File: config.mk
export PLATFORM = sky130hd
export DESIGN_NAME = uart_tx
export DESIGN_NICKNAME = d
export VERILOG_FILES = /design/src/rtl/uart_pkg.sv /design/src/rtl/uart_tx.sv
export SDC_FILE = /design/constraint.sdc
export NUM_CORES = 1
export LEC_CHECK = 0
export BUFFER_PORTS_ARGS = -buffer_cell sky130_fd_sc_hd__buf_2
export CORE_MARGIN = 5
export CORE_UTILIZATION = 45
export CTS_BUF_LIST = sky130_fd_sc_hd__clkbuf_16
export CTS_CLUSTER_SIZE = 8
export DETAILED_ROUTE_END_ITERATION = 7
export HOLD_SLACK_MARGIN = 0.05
export PLACE_DENSITY = 0.72
export SLEW_MARGIN = 20
export SYNTH_ARGS = -nofsm -noshare
export SYNTH_HDL_FRONTEND = slang
export SYNTH_SLANG_ARGS = --single-unit
File: constraint.sdc
create_clock -name clk -period 3.8 [get_ports clk]
set_clock_uncertainty 0.05 [all_clocks]
set_input_delay 1.14 -clock clk [delete_from_list [all_inputs] [get_ports clk]]
set_output_delay 1.14 -clock clk [all_outputs]
set_load 0.01 [all_outputs]
File: src/rtl/uart_pkg.sv
// Shared definitions for the UART transmit path: state encoding,
// oversampling ratio and parity mode codes.
package uart_pkg;

   localparam int OS = 16;

   localparam int PARITY_NONE = 0;
   localparam int PARITY_EVEN = 1;
   localparam int PARITY_ODD  = 2;

   typedef enum logic [2:0] {
      ST_IDLE,
      ST_START,
      ST_DATA,
      ST_PARITY,
      ST_STOP
   } state_t;

endpackage

File: src/rtl/uart_tx.sv
// UART transmitter: pops bytes from a first-word-fall-through FIFO and
// serializes start, data (LSB first), optional parity and stop bits.
module uart_tx
   import uart_pkg::*;
#(
   parameter int DBIT    = 8,
   parameter int SB_TICK = 16,
   parameter int PARITY  = 0
) (
   input  logic            clk,
   input  logic            reset,
   input  logic            s_tick,
   input  logic            fifo_empty,
   input  logic [DBIT-1:0] fifo_data,
   output logic            fifo_rd,
   output logic            tx,
   output logic            tx_busy,
   output logic            tx_done_tick
);

   localparam int              BW       = (DBIT > 1) ? $clog2(DBIT) : 1;
   localparam logic [4:0]      OS_LAST  = 5'(OS - 1);
   localparam logic [4:0]      SB_LAST  = 5'(SB_TICK - 1);
   localparam logic [BW-1:0]   BIT_LAST = BW'(DBIT - 1);

   state_t          state, state_next;
   logic [4:0]      tick, tick_next;
   logic [BW-1:0]   nbit, nbit_next;
   logic [DBIT-1:0] shift, shift_next;
   logic            par, par_next;
   logic            tx_next;

   always_ff @(posedge clk) begin
      if (reset) begin
         state <= ST_IDLE;
         tick  <= '0;
         nbit  <= '0;
         shift <= '0;
         par   <= 1'b0;
         tx    <= 1'b1;
      end else begin
         state <= state_next;
         tick  <= tick_next;
         nbit  <= nbit_next;
         shift <= shift_next;
         par   <= par_next;
         tx    <= tx_next;
      end
   end

   always_comb begin
      state_next   = state;
      tick_next    = tick;
      nbit_next    = nbit;
      shift_next   = shift;
      par_next     = par;
      fifo_rd      = 1'b0;
      tx_done_tick = 1'b0;
      case (state)
         // A held reset must not pop a byte that would then be lost.
         ST_IDLE: begin
            if (!fifo_empty && !reset) begin
               fifo_rd    = 1'b1;
               state_next = ST_START;
               tick_next  = '0;
               shift_next = fifo_data;
               par_next   = ^fifo_data;
            end
         end
         ST_START: begin
            if (s_tick) begin
               if (tick == OS_LAST) begin
                  state_next = ST_DATA;
                  tick_next  = '0;
                  nbit_next  = '0;
               end else begin
                  tick_next = tick + 5'd1;
               end
            end
         end
         ST_DATA: begin
            if (s_tick) begin
               if (tick == OS_LAST) begin
                  tick_next  = '0;
                  shift_next = shift >> 1;
                  if (nbit == BIT_LAST)
                     state_next = (PARITY != PARITY_NONE) ? ST_PARITY : ST_STOP;
                  else
                     nbit_next = nbit + 1'b1;
               end else begin
                  tick_next = tick + 5'd1;
               end
            end
         end
         ST_PARITY: begin
            if (s_tick) begin
               if (tick == OS_LAST) begin
                  state_next = ST_STOP;
                  tick_next  = '0;
               end else begin
                  tick_next = tick + 5'd1;
               end
            end
         end
         ST_STOP: begin
            if (s_tick) begin
               if (tick == SB_LAST) begin
                  state_next   = ST_IDLE;
                  tick_next    = '0;
                  tx_done_tick = 1'b1;
               end else begin
                  tick_next = tick + 5'd1;
               end
            end
         end
         default: state_next = ST_IDLE;
      endcase
   end

   // tx is derived from the next state so the line is registered and
   // moves on the very edge that enters each bit.
   always_comb begin
      case (state_next)
         ST_START:  tx_next = 1'b0;
         ST_DATA:   tx_next = shift_next[0];
         ST_PARITY: tx_next = (PARITY == PARITY_ODD) ? ~par : par;
         default:   tx_next = 1'b1;
      endcase
   end

   assign tx_busy = (state != ST_IDLE);

endmodule

==> reports/results.txt, run 1 <==
yosys warns: 0
reg-to-reg slack, setup: 1.62 ns
Worst Hold Class: reg -> reg
die height: 59.6 microns
worst setup margin: 0.721 ns
drt drc: 0
Post-synth EDFFs: 0
Rows: 18
total grt overflow: 0
post-CTS resize count: 0
PwrDens: 402 nW/um^2
# port buffers: 15
Max-Cap Viols: 0
GPL Wtd Cong: 0.825
Root Driver: clkbuf_16
FFs w/ async S/R, synth: 0%
post-DP HPWL: 1790 microns
outcome: completed
vias per cell: 5.76
VDD IR max: 0.299 mV
final setup TNS: 0 ns
worst slack, placed: 0.732 ns
vias: 1,025
period utilization: 81.0%
Worst EP required: 2.61 ns
post-synth top area share: 38.1%
cells after synthesis: 132
worst endpoint data arrival time: 1.89 ns
dpl cell area: 1200 sq um
Starting Density: 45.8%
P&R area growth vs syn: 16.0%
die area: 3550 sq um
Relative slew margins: 71.9%
CTS sink count: 21
RSZ-0062 raised after global routing: false
startpoint types: input port
slew of the pin with the lowest slew margin: 0.421 ns
Critical Path Source: reset
Final Max Tran Viols: 0
number of global-route vias before repair: 956
clock buffer depth: 2
Post-Syn Nets: 147
initial antenna violation count: 0
n_diodes: 0
CTS tree: done
Hold Crit Start: shift[3]$_SDFFE_PP0P_
largest net degree at the start of global routing: 22
H-tree depth: 1
I/O pin cnt: 16
register bit total from synthesis: 21
final core utilization: 53.2%
worst reg2reg startpoint: tick[0]$_SDFFE_PP0P_
critical path type: in -> out
R2R cell count: 6
Max Clk Rate: 325 MHz
r2r endpoint: tx$_SDFF_PP1_
DRT Wirelength: 2390 microns
CP Max Fanout: 21
Nets: 164
CTS Buf Count: 3
DRT Pass-1 Iters: 4
CP endpoint kind: output port
predominant post-synthesis flop cell: dfxtp_1
Final Cell Area: 1280 sq um
Post-CTS Setup Inserts: 0
core area: 2410 sq um
first-pass GRT wire length: 4100 microns
dominant cell type by area after synthesis: dfxtp_1
Fin Hold WS: 0.405 ns
post-route minimum period: 3.08 ns
Worst Setup EP: fifo_rd
count of cell types in the netlist: 35
layout cell share with drive strength beyond 1: 18.9%
Finished Layout Cells: 178
Synth Cell Area: 1100 sq um
clock-pin slew on the worst setup and hold paths: 0.06 ns
Initial DRC Count: 28
DIE WIDTH: 59.6 microns
area occupied by multi-input gates: 649 sq um
area of all sequential standard cells: 420 sq um
Final Hold Viols: 0
Final ANT Viol Nets: 0
Synth Area per Inst: 8.37 sq um
placed cell count: 174
worst-skew pair later-pin latency: 0.25 ns
register area share after synthesis: 38.1%
WL per Instance: 13.4 microns
# setup viols final: 0
cts hold-fix bufs: 0
fillers: 219
total power: 515 uW
main area contributors after synthesis: dfxtp_1, a21oi_1, nand2_1
LEAKAGE: 0.486 nW
GRT Total Usage: 15.2%
## cell type report
| cell class | instances | area share, % |
|---|---|---|
| multi-input combinational | 104 | 50.7 |
| sequential | 21 | 32.8 |
| timing repair buffer | 16 | 6.45 |
| clock buffer | 3 | 5.86 |
| tap | 30 | 2.93 |
| inverter | 3 | 0.879 |
| clock inverter | 1 | 0.391 |
## logic make-up (layout without fill, tap and decap cells)
group | count (synthesis) | after routing | synth area share (%)
AOI/OAI and AO/OA | 40 | 40 | 22.3
buffers and inverters | 7 | 23 | 3.17
xor gates and xnor gates | 8 | 8 | 6.34
adders and majority gates | 3 | 3 | 3.40
DFF | 21 | 21 | 38.1
and+or+nand+nor | 53 | 53 | 26.7
## cells in the final DEF, fill, tap and decap left out, types with 7 or more instances in the layout
cell / n
a21oi_1: 17
a22oi_1: 7
buf_2: 15
dfxtp_1: 21
nand2_1: 20
nor2_1: 8
o21ai_0: 7
xnor2_1: 7
## worst min path at each step
stage                                  endpoint  slack, ns  cells after the start
after floorplan            nbit[1]$_SDFFE_PP0P_       0.39                      2
after global placement    shift[1]$_SDFFE_PP0P_       0.39                      2
after detailed placement  shift[3]$_SDFFE_PP0P_       0.40                      2
after CTS                 shift[3]$_SDFFE_PP0P_       0.41                      2
after global routing       nbit[1]$_SDFFE_PP0P_       0.43                      2
final                     shift[3]$_SDFFE_PP0P_       0.40                      2
## cell usage after synthesis, types with 2 or more instances
cell	count
or3_1	2
inv_1	3
nand2b_1	2
clkbuf_1	2
and3_1	3
a22oi_1	7
or2_2	3
a31oi_1	3
nand2_1	20
ha_1	3
nor2_1	8
a21oi_1	17
o21ai_0	7
dfxtp_1	21
nand3_1	3
o22a_1	2
xnor2_1	7
nand4b_1	2
## flip-flops by register name, summed over array words and instances (netlist names)
register / flops
state: 3
shift: 8
tick: 5
tx: 1
par: 1
nbit: 3
## layer usage
layer / wire [microns] / vias up / GRT usage, %
met5: 0 / - / 0
met4: 14 / 0 / 5.70
met3: 98 / 2 / 2.61
met2: 1190 / 25 / 24.5
met1: 1090 / 490 / 20.2
li1: - / 508 / -
## report_power, final
part / leakage (nW) / switching, mW / internal, mW / total, mW
Combinational: 0.274 / 0.0340 / 0.0268 / 0.0608
Sequential: 0.171 / 0.00537 / 0.228 / 0.234
Clock: 0.0409 / 0.0789 / 0.141 / 0.220
## worst max-delay path, cell delays in order
cell	delay (ns)
buf_2	0.22
nor4_2	0.33
buf_2	0.19
Note: power is estimated with default switching activity, not from simulation.
==> run 2, diff against run 1 <==
--- a/config.mk
+++ b/config.mk
@@ -12,7 +12,7 @@
 export CTS_CLUSTER_SIZE = 8
 export DETAILED_ROUTE_END_ITERATION = 7
 export HOLD_SLACK_MARGIN = 0.05
-export PLACE_DENSITY = 0.72
+export PLACE_DENSITY = 0.75
 export SLEW_MARGIN = 20
 export SYNTH_ARGS = -nofsm -noshare
 export SYNTH_HDL_FRONTEND = slang
==> constraint.sdc (replaced) <==
create_clock -name clk -period 2.65 [get_ports clk]
set_clock_uncertainty 0.05 [all_clocks]
set_input_delay 0.795 -clock clk [delete_from_list [all_inputs] [get_ports clk]]
set_output_delay 0.795 -clock clk [all_outputs]
set_load 0.01 [all_outputs]
==> reports/results.txt, run 2 (same netlist as run 1, synthesis figures left out) <==
layout cell share with drive strength beyond 1: 18.8% (-0.13 points)
worst slack, placed: 0.317 ns (-0.415 ns)
largest registers: shift: 8 flops, tick: 5 flops
CTS tree: done
Max-Cap Viols: 0 (unchanged)
DRT Wirelength: 2410 microns (+0.54%)
Final Max Tran Viols: 0 (unchanged)
outcome: completed
P&R area growth vs syn: 16.5%
# setup viols final: 0 (unchanged)
CP endpoint kind: output port
Final ANT Viol Nets: 0 (unchanged)
Worst Hold Class: reg -> reg
n_diodes: 0 (unchanged)
vias: 1,010 (-1.5%)
first-pass GRT wire length: 4250 microns (+3.7%)
final setup TNS: 0 ns (unchanged)
die area: 3550 sq um (unchanged)
slew of the pin with the lowest slew margin: 0.398 ns (-0.0229 ns)
worst-skew pair later-pin latency: 0.25 ns (about the same)
die height: 59.6 microns (unchanged)
fillers: 221 (+0.91%)
Nets: 165 (+0.61%)
H-tree depth: 1 (unchanged)
PwrDens: 573 nW/um^2 (+43%)
Fin Hold WS: 0.404 ns (-0.000485 ns)
Initial DRC Count: 42 (+50%)
WHS Path Cells: 2 (unchanged)
VDD IR max: 0.390 mV (+30%)
cts hold-fix bufs: 0 (unchanged)
most frequent cells in the layout: dfxtp_1, nand2_1, a21oi_1
Starting Density: 45.8% (unchanged)
post-DP HPWL: 1820 microns (+1.9%)
clock-pin slew on the worst setup and hold paths: 0.06 ns (about the same)
Biggest register: shift
worst setup margin: 0.242 ns (-0.479 ns)
total grt overflow: 0 (unchanged)
CTS Buf Count: 3 (unchanged)
Rows: 18 (unchanged)
post-route minimum period: 2.41 ns
RSZ-0062 raised after global routing: false
worst endpoint data arrival time: 1.56 ns (-0.33 ns)
commonest non-fill, non-tap cell in the layout: dfxtp_1
Worst EP required: 1.81 ns (-0.80 ns)
core area: 2410 sq um (unchanged)
Final Hold Viols: 0 (unchanged)
LEAKAGE: 0.492 nW (+1.3%)
I/O pin cnt: 16 (unchanged)
# port buffers: 15 (unchanged)
WL per Instance: 13.4 microns (about the same)
Relative slew margins: 73.4% (+1.5 points)
Max Clk Rate: 415 MHz
GRT Total Usage: 15.5% (+0.31 points)
CP Max Fanout: 5 (-76%)
initial antenna violation count: 0 (unchanged)
DIE WIDTH: 59.6 microns (unchanged)
DRT Pass-1 Iters: 5 (+1)
Post-CTS Setup Inserts: 0 (unchanged)
total power: 737 uW (+43%)
critical path type: reg -> out
max reg flops: 8 (unchanged)
CTS sink count: 21 (unchanged)
largest net degree at the start of global routing: 16 (-27%)
period utilization: 90.9%
R2R cell count: 6 (unchanged)
clock buffer depth: 2 (unchanged)
number of global-route vias before repair: 1,015 (+6.2%)
GPL Wtd Cong: 0.843 (+2.2%)
Root Driver: clkbuf_16
post-CTS resize count: 0 (unchanged)
vias per cell: 5.64 (-2.0%)
drt drc: 0 (unchanged)
startpoint types: flip-flop
run 2: cell types whose count changed in the layout (fill, tap and decap cells not counted):
| cell | change |
|---|---|
| buf_4 | +1 |
| clkinv_2 | -1 |
| inv_1 | +1 |
run 2: worst paths after layout:
| path | start | to | slack, ns |
|---|---|---|---|
| max | tick[0]$_SDFFE_PP0P_ | tx_done_tick | 0.24 |
| min | shift[4]$_SDFFE_PP0P_ | shift[4]$_SDFFE_PP0P_ | 0.40 |
| max reg2reg | tick[0]$_SDFFE_PP0P_ | tx$_SDFF_PP1_ | 0.49 |
| min reg2reg | shift[4]$_SDFFE_PP0P_ | shift[4]$_SDFFE_PP0P_ | 0.40 |
run 2: area by class of cell:
class,count,area [sq um],share of cell area [%]
tap,30,37.5,2.92
sequential,21,420,32.7
inverter,3,11.3,0.875
clock buffer,3,75.1,5.83
clock inverter,1,3.75,0.292
multi-input combinational,104,649,50.4
timing repair buffer,17,90.1,7.00
run 2: worst max-delay path: stages, from the launching register on:
cell     delay (ns)
dfxtp_1        0.36
ha_1           0.26
and4b_1        0.29
nand2_1        0.14
nor2_1         0.13
buf_2          0.14
run 2: layer usage:
layer	part of all wire (%)	wire [microns]	GRT usage [%]
met5	0	0	0
met4	1.3	32	8.54
met3	4.5	108	4.58
met2	49	1180	24.2
met1	45	1080	19.0
run 2: power breakdown:
part           switching [mW]  leakage, nW  internal [mW]
Clock                   0.112       0.0423          0.201
Sequential            0.00783        0.171          0.328
Combinational          0.0493        0.279         0.0394
Total                   0.169        0.492          0.568
run 2: per-stage QoR:
step                      util, %  std cells  area (sq um)
after global placement       50.2        175          1210
after detailed placement     50.2        175          1210
final                        53.4        179          1290
after CTS                    53.4        179          1290
after floorplan                 -        132          1100
after global routing         53.4        179          1290
